**config.mk**
```make
export PLATFORM = sky130hd
export DESIGN_NAME = if_prefetch_buf
export DESIGN_NICKNAME = d
export VERILOG_FILES = /design/src/rtl/if_prefetch_buf.sv
export SDC_FILE = /design/constraint.sdc
export NUM_CORES = 1
export LEC_CHECK = 0
export ABC_AREA = 1
export CAP_MARGIN = 20
export CORE_ASPECT_RATIO = 0.7
export CORE_UTILIZATION = 57
export CTS_CLUSTER_SIZE = 25
export DETAILED_ROUTE_END_ITERATION = 10
export GPL_ROUTABILITY_DRIVEN = 1
export GPL_TIMING_DRIVEN = 1
export PLACE_DENSITY_LB_ADDON = 0.25
export SKIP_LAST_GASP = 1
export SYNTH_ARGS = -nofsm -noshare
export SYNTH_HDL_FRONTEND = slang
export SYNTH_SLANG_ARGS = --single-unit
```
**constraint.sdc**
```tcl
create_clock -name clk -period 4.9 [get_ports clk]
set_input_delay 0.49 -clock clk [delete_from_list [all_inputs] [get_ports clk]]
set_output_delay 0.49 -clock clk [all_outputs]
set_load 0.02 [all_outputs]
```
**src/rtl/if_prefetch_buf.sv**
```systemverilog
// Instruction-fetch stage: own PC, decoupled in-order ROM request/response, DEPTH-entry prefetch FIFO.
// Optional macro IF_PERF_CNT_EN adds saturating fetch/flush performance counters.
module if_prefetch_buf #(
  parameter int              XLEN       = 32,
  parameter int              DEPTH      = 4,
  parameter logic [XLEN-1:0] RESET_ADDR = '0,
  parameter logic [XLEN-1:0] NOP_INST   = 32'h00000013
) (
  input  logic            clk,
  input  logic            rst,
  input  logic            jump_en_i,
  input  logic [XLEN-1:0] jump_addr_i,
  input  logic            hold_flag_i,
  output logic            rom_req_o,
  output logic [XLEN-1:0] rom_addr_o,
  input  logic            rom_rvalid_i,
  input  logic [XLEN-1:0] rom_rdata_i,
  output logic            inst_valid_o,
  output logic [XLEN-1:0] inst_o,
  output logic [XLEN-1:0] inst_addr_o
`ifdef IF_PERF_CNT_EN
  ,
  output logic [31:0]     perf_fetch_o,
  output logic [31:0]     perf_flush_o
`endif
);

  localparam int PW = $clog2(DEPTH);
  localparam int CW = $clog2(DEPTH + 1);

  logic [XLEN-1:0] pc_reg;
  logic [CW-1:0]   occ_reg;
  logic [CW-1:0]   out_reg;
  logic [CW-1:0]   discard_reg;
  logic [PW-1:0]   rd_ptr_reg;
  logic [PW-1:0]   wr_ptr_reg;
  logic [PW-1:0]   tag_rd_reg;
  logic [PW-1:0]   tag_wr_reg;
  logic            started_reg;

  logic [XLEN-1:0] fifo_data [DEPTH];
  logic [XLEN-1:0] fifo_addr [DEPTH];
  logic [XLEN-1:0] tag_mem   [DEPTH];

  logic [CW:0]     credit_used;
  logic            issue;
  logic            resp;
  logic            push;
  logic            pop;
  logic [CW-1:0]   out_next;

  // Credits cover both buffered words and words still in flight, so the FIFO can never overflow.
  assign credit_used = {1'b0, occ_reg} + {1'b0, out_reg};
  assign issue       = started_reg && !jump_en_i && (credit_used < (CW+1)'(DEPTH));
  assign resp        = rom_rvalid_i && (out_reg != '0);
  assign push        = resp && (discard_reg == '0) && !jump_en_i;
  assign pop         = (occ_reg != '0) && !hold_flag_i && !jump_en_i;
  assign out_next    = out_reg + CW'(issue) - CW'(resp);

  assign rom_req_o    = issue;
  assign rom_addr_o   = pc_reg;
  assign inst_valid_o = (occ_reg != '0);
  assign inst_o       = inst_valid_o ? fifo_data[rd_ptr_reg] : NOP_INST;
  assign inst_addr_o  = inst_valid_o ? fifo_addr[rd_ptr_reg] : '0;

  always_ff @(posedge clk or posedge rst) begin
    if (rst) begin
      pc_reg      <= RESET_ADDR;
      occ_reg     <= '0;
      out_reg     <= '0;
      discard_reg <= '0;
      rd_ptr_reg  <= '0;
      wr_ptr_reg  <= '0;
      tag_rd_reg  <= '0;
      tag_wr_reg  <= '0;
      started_reg <= 1'b0;
    end else begin
      started_reg <= 1'b1;
      out_reg     <= out_next;
      if (jump_en_i) begin
        // Everything still in flight belongs to the old path and must be dropped on arrival.
        pc_reg      <= jump_addr_i & ~XLEN'(3);
        occ_reg     <= '0;
        rd_ptr_reg  <= '0;
        wr_ptr_reg  <= '0;
        tag_rd_reg  <= '0;
        tag_wr_reg  <= '0;
        discard_reg <= out_reg - CW'(resp);
      end else begin
        if (issue) begin
          pc_reg     <= pc_reg + XLEN'(4);
          tag_wr_reg <= tag_wr_reg + PW'(1);
        end
        if (resp && (discard_reg != '0))
          discard_reg <= discard_reg - CW'(1);
        if (push) begin
          wr_ptr_reg <= wr_ptr_reg + PW'(1);
          tag_rd_reg <= tag_rd_reg + PW'(1);
        end
        if (pop)
          rd_ptr_reg <= rd_ptr_reg + PW'(1);
        occ_reg <= occ_reg + CW'(push) - CW'(pop);
      end
    end
  end

  always_ff @(posedge clk) begin
    if (issue)
      tag_mem[tag_wr_reg] <= pc_reg;
    if (push) begin
      fifo_data[wr_ptr_reg] <= rom_rdata_i;
      fifo_addr[wr_ptr_reg] <= tag_mem[tag_rd_reg];
    end
  end

`ifdef IF_PERF_CNT_EN
  logic [31:0] perf_fetch_reg;
  logic [31:0] perf_flush_reg;
  logic [CW:0] flush_inc;

  function automatic logic [31:0] sat_add(input logic [31:0] a, input logic [CW:0] b);
    logic [32:0] s;
    s = {1'b0, a} + 33'(b);
    return s[32] ? 32'hFFFF_FFFF : s[31:0];
  endfunction

  // A flush counts cleared FIFO entries plus every response thrown away because of a redirect.
  assign flush_inc = (jump_en_i ? {1'b0, occ_reg} : '0)
                   + (CW+1)'(resp && ((discard_reg != '0) || jump_en_i));

  always_ff @(posedge clk or posedge rst) begin
    if (rst) begin
      perf_fetch_reg <= '0;
      perf_flush_reg <= '0;
    end else begin
      perf_fetch_reg <= sat_add(perf_fetch_reg, (CW+1)'(pop));
      perf_flush_reg <= sat_add(perf_flush_reg, flush_inc);
    end
  end

  assign perf_fetch_o = perf_fetch_reg;
  assign perf_flush_o = perf_flush_reg;
`endif

endmodule

```
==> impl_metrics.json, run 1 <==
{
  "hold_viol": 0,
  "clk_latency_ps": 520,
  "ys_seq_area_frac": 0.706,
  "dr_total_vias": 11600,
  "required_ps": 4410,
  "maxCapViolations": 0,
  "instances_no_fill": 2093,
  "final.period_utilization": 0.786,
  "nets": 1744,
  "worstMarginPinSlew_ps": 1050,
  "clock_skew_ps": 12.0,
  "initial_core_util": 0.579,
  "layout.area.seq_sq_mm": 0.0123,
  "yosysTopAreaCellShare": 0.637,
  "pwr-share-seq": 0.434,
  "post_cts_buffers": 0,
  "final_layout_size_suffix_gt1_frac": 0.0684,
  "clockBufferDepth": 3,
  "fillCellCount": 2165,
  "first_pass_iters": 5,
  "yosys_warnings": 0,
  "cts_tree": "done",
  "rows": 53,
  "synth-async-reset-ratio": 0.115,
  "synthCells": 1507,
  "slew_headroom": 0.300,
  "drcViolationCount": 0,
  "insertedDiodeCount": 0,
  "yosysTopAreaCell": "edfxtp_1",
  "rsz0062_at_grt": "no",
  "multi_input_area_sq_mm": 0.00450,
  "wire_per_inst_microns": 18.3,
  "switchingPower_mw": 3.52,
  "grt-ovfl-total": 0,
  "avgSynthCellArea_sq_um": 11.5,
  "comb_power_share": 0.292,
  "reg_top3": "fifo_data x128, fifo_addr x120, tag_mem x120",
  "port-buffer-count": 160,
  "ys_types": 38,
  "crit_path_end_kind": "primary output",
  "dpl.hpwl_microns": 22300,
  "crit_type": "reg2out",
  "synth_edf_count": 368,
  "cp-start-kind": "register",
  "first_iter_violations": 1027,
  "fin_crit_ps": 3850,
  "grt_antenna_before_repair": 0,
  "drtAntennaViolNets": 0,
  "cts_root_buffer": "clkbuf_16",
  "ios": 167,
  "critPathMaxFanout": 60,
  "p_sw_frac": 0.328,
  "die-width_microns": 211,
  "netlist_area_sq_mm": 0.0174,
  "htree_levels": 2,
  "status": "finished, final reports clean",
  "grt_pass1_vias": 11100,
  "cp-startpoint": "rd_ptr_reg[0]",
  "synthFlopType": "edfxtp_1",
  "grt_pass1_wl_microns": 59600,
  "dpl.cell_count": 2025,
  "die-area_sq_mm": 0.0312,
  "grt.total_usage": 0.247,
  "synth_area_leaders": "edfxtp_1 64%, nor2_1 7.7%, dfrtp_1 6.9%",
  "reg2reg_from": "occ_reg[1]",
  "hold_slack_ps": 305,
  "grt_max_degree": 64,
  "clkPwrFrac": 0.274,
  "synth_seq_cells": 416,
  "cts.repair.resized": 0,
  "leakagePower_nw": 7.27,
  "core_area_sq_mm": 0.0300,
  "worst_ep_arrival_time_ps": 3360,
  "netlist_top_cells_count": "368 x edfxtp_1, 357 x nor2_1, 207 x o21ai_0",
  "avgViaCountPerCell": 5.57,
  "ir_drop_mv": 0.315,
  "cts_buffers": 39,
  "largest_reg_flops": 128,
  "p_int_mw": 7.21,
  "total_power_mw": 10.7,
  "fmax_ghz": 0.260,
  "setup_viol": 0,
  "power_density_mw_per_mm2": 522,
  "tns_ps": 0,
  "area_growth_pct": 18.5,
  "wirelength_microns": 38300,
  "hold_buffers": 0,
  "slew_viol_final": 0,
  "clkSinkCount": 416,
  "yosysMostFrequentCell": "edfxtp_1",
  "hold_class": "in2async",
  "clk_pin_slew_ps": 60,
  "largest_register": "fifo_data",
  "gp_congestion": 0.898,
  "die_h_microns": 148
}
==> final cells by class <==
| cell class | count | share of cell area |
|---|---|---|
| clock buffers | 54 | 0.0537 |
| clock inverters | 14 | 0.00657 |
| inverters | 71 | 0.0130 |
| multi-input cells | 944 | 0.219 |
| flip-flops and latches | 416 | 0.596 |
| well taps | 412 | 0.0251 |
| repair buffers | 182 | 0.0865 |
==> through the flow <==
stage / util / setup slack, ps / area, sq um
2_1_floorplan: - / 837 / 17400
3_3_place_gp: 0.645 / 1660 / 19300
3_5_place_dp: 0.645 / 1650 / 19300
4_1_cts: 0.686 / 1070 / 20600
5_1_grt: 0.686 / 863 / 20600
6_report: 0.686 / 1050 / 20600
==> per-layer routing <==
| layer | GRT usage | share of wire |
|---|---|---|
| met5 | 0 | 0 |
| met4 | 0.0605 | 0.016 |
| met3 | 0.0351 | 0.061 |
| met2 | 0.406 | 0.49 |
| met1 | 0.352 | 0.43 |
==> cell families (layout without fill, tap and decap cells) <==
| group | after synthesis | count (layout) | share of synthesized area |
|---|---|---|---|
| AO/OA/AOI/OAI | 316 | 316 | 0.0960 |
| buffers and inverters | 150 | 321 | 0.0382 |
| other | 2 | 5 | 0.000433 |
| XOR/XNOR | 7 | 7 | 0.00353 |
| flip-flops | 416 | 416 | 0.706 |
| adder cells (fa/ha/maj) | 21 | 21 | 0.0160 |
| AND/OR/NAND/NOR | 595 | 595 | 0.140 |
==> power groups by stage <==
stage	logic (mW)	clock network [mW]	registers [mW]
2_1_floorplan	1.82	0	4.66
3_3_place_gp	3.05	0	4.71
3_5_place_dp	3.12	0	4.73
4_1_cts	3.15	2.98	4.66
5_1_grt	3.41	3.12	4.69
6_report	3.13	2.94	4.66
==> final timing paths <==
kind / to / slack, ps / cells after the start
max in group asynchronous: rd_ptr_reg[0] / 3780 / 3
setup / recovery: inst_addr_o[11] / 1050 / 6
hold reg to reg: wr_ptr_reg[0] / 570 / 1
setup reg to reg: occ_reg[2] / 2110 / 13
min in group clk: rom_addr_o[16] / 540 / 3
hold / removal: rom_addr_o[3] / 310 / 2
==> worst max-delay path: stages, from the launching register on <==
cell and delay [ps]:
dfrtp_4 770, buf_4 660, nor2_1 110, nor2_1 100, o21ai_0 100, a21oi_1 360, clkdlybuf4s50_1 680
==> cells in the final DEF (no fill, tap or decap), types with 2 or more instances in the layout <==
| master | netlist | routed |
|---|---|---|
| nand3_1 | 56 | 56 |
| clkinv_2 | 1 | 4 |
| nor2_4 | 5 | 10 |
| conb_1 | 2 | 5 |
| fa_1 | 2 | 2 |
| nand2_4 | 2 | 2 |
| nand2_1 | 149 | 149 |
| inv_1 | 66 | 65 |
| dfrtp_1 | 48 | 46 |
| nor2_1 | 357 | 347 |
| and3_1 | 2 | 2 |
| o21ai_0 | 207 | 207 |
| clkbuf_1 | 38 | 10 |
| nor2_2 | 9 | 14 |
| clkdlybuf4s50_1 | 0 | 160 |
| buf_4 | 11 | 21 |
| o22ai_1 | 30 | 30 |
| xnor2_1 | 6 | 6 |
| o211ai_1 | 4 | 4 |
| ha_1 | 19 | 19 |
| nor3_1 | 3 | 3 |
| o311ai_0 | 2 | 2 |
| clkbuf_16 | 0 | 41 |
| nand2_2 | 6 | 6 |
| o21bai_1 | 8 | 8 |
| edfxtp_1 | 368 | 368 |
| clkinv_1 | 1 | 9 |
| a21oi_1 | 63 | 63 |
| clkbuf_8 | 0 | 3 |
| inv_2 | 3 | 4 |
| bufinv_16 | 0 | 3 |
| and2_1 | 3 | 3 |
No activity file was read; power rests on OpenSTA's default activity.
==> run 2: changes to the inputs <==
==> constraint.sdc (replaced) <==
create_clock -name clk -period 3.9 [get_ports clk]
set_input_delay 0.39 -clock clk [delete_from_list [all_inputs] [get_ports clk]]
set_output_delay 0.39 -clock clk [all_outputs]
set_load 0.02 [all_outputs]
==> run 2 against run 1 <==
Effect of this change: clock skew is 7.6 ps higher; utilization rose by 0.43 points; sequential cell count did not move; routed wire length down 0.40%; via count about the same; design area grew 0.63%; largest power group unchanged.
==> impl_metrics.json, run 2 (synthesis gave the netlist of run 1 again) <==
{
  "rows": 53,
  "nets": 1746,
  "leakagePower_nw": 7.32,
  "clock_skew_ps": 19.7,
  "placed_area_sq_mm": 0.0194,
  "required_ps": 3510,
  "hold_buffers": 0,
  "gp_congestion": 0.903,
  "hold_slack_ps": 266,
  "ios": 167,
  "hold_class": "in2async",
  "grt_pass1_wl_microns": 59300,
  "total_power_mw": 13.6,
  "largest_register": "fifo_data",
  "grt-ovfl-total": 0,
  "cp-start-kind": "register",
  "dr_total_vias": 11700,
  "largest_reg_flops": 128,
  "cts.repair.resized": 0,
  "status": "finished, final reports clean",
  "initial_core_util": 0.579,
  "drtAntennaViolNets": 0,
  "cts_tree": "done",
  "maxCapViolations": 0,
  "ir_drop_mv": 0.510,
  "wirelength_microns": 38200,
  "clockBufferDepth": 3,
  "worst_ep_arrival_time_ps": 3020,
  "clkSinkCount": 416,
  "rsz0062_at_grt": "no",
  "first_iter_violations": 968,
  "first_pass_iters": 5,
  "avgViaCountPerCell": 5.56,
  "final_layout_size_suffix_gt1_frac": 0.0706,
  "cts_buffers": 39,
  "grt_max_degree": 103,
  "die_h_microns": 148,
  "hold_viol": 0,
  "insertedDiodeCount": 0,
  "slew_viol_final": 0,
  "power_density_mw_per_mm2": 657,
  "area_growth_pct": 19.2,
  "port-buffer-count": 160,
  "final_cell_area_sq_mm": 0.0207,
  "cts_root_buffer": "clkbuf_16",
  "setup_viol": 0,
  "layout_commonest_cell": "edfxtp_1",
  "crit_path_end_kind": "primary output",
  "reg_top3": "fifo_data x128, fifo_addr x120, tag_mem x120",
  "crit_type": "reg2out",
  "final_cell_mix": "368 x edfxtp_1, 347 x nor2_1, 207 x o21ai_0",
  "grt.total_usage": 0.247,
  "fmax_ghz": 0.293,
  "drcViolationCount": 0,
  "core_area_sq_mm": 0.0300,
  "critPathMaxFanout": 66,
  "grt_pass1_vias": 11000,
  "slew_headroom": 0.451,
  "grt_antenna_before_repair": 0,
  "dpl.hpwl_microns": 22500,
  "worstMarginPinSlew_ps": 824,
  "final.period_utilization": 0.874,
  "htree_levels": 2,
  "die-width_microns": 211,
  "clk_latency_ps": 540,
  "clk_pin_slew_ps": 70,
  "die-area_sq_mm": 0.0312,
  "wire_per_inst_microns": 18.2,
  "fin_crit_ps": 3410,
  "post_cts_buffers": 0
}
-- run 2: changes by cell type in the layout (fill, tap and decap cells not counted) --
cell	before	now
clkbuf_1	10	11
bufinv_16	3	4
buf_4	21	16
inv_6	0	1
buf_12	1	8
clkbuf_8	3	1
clkinv_2	4	5
clkinvlp_4	0	1
-- run 2: worst max-delay path: stages (launching register included) --
cell	delay, ps
dfrtp_4	620
clkinv_2	370
buf_12	320
o21ai_0	150
a21oi_1	290
clkdlybuf4s50_1	690
-- run 2: final timing paths --
check,depth (start not counted),start,slack [ps],end
setup / recovery,5,rd_ptr_reg[0],490,inst_addr_o[9]
hold / removal,2,rst,270,rom_addr_o[31]
setup reg to reg,13,occ_reg[1],1290,occ_reg[2]
hold reg to reg,2,rd_ptr_reg[1],560,rd_ptr_reg[1]
max in group asynchronous,3,rst,2850,rd_ptr_reg[0]
min in group clk,3,jump_addr_i[18],430,rom_addr_o[18]
-- run 2: cell type report --
cell class	instances	area, sq um
Sequential cell	416	12300
Fill cell	2143	9280
Multi-Input combinational cell	944	4500
Timing Repair Buffer	184	1880
Clock buffer	53	1080
Tap cell	412	515
Inverter	71	268
Clock inverter	18	186
-- run 2: through the flow --
step	utilization	worst slack [ps]	cells	TNS, ps
after floorplan	-	-163	1510	-40480
after global placement	0.648	1070	2027	0
after detailed placement	0.648	1010	2027	0
after CTS	0.690	485	2098	0
after global routing	0.690	363	2098	0
final	0.690	491	2098	0
-- run 2: layer usage --
layer / wire length [microns] / vias up / track usage
li1: - / 5527 / -
met1: 16700 / 5662 / 0.354
met2: 18300 / 415 / 0.397
met3: 2560 / 52 / 0.0393
met4: 681 / 0 / 0.0649
met5: 0 / - / 0
-- run 2: power by group --
group / leakage, nW / internal (mW) / switching [mW] / total [mW]
logic: 2.79 / 1.47 / 2.51 / 3.97
clock network: 0.615 / 2.21 / 1.58 / 3.79
registers: 3.91 / 5.43 / 0.389 / 5.82
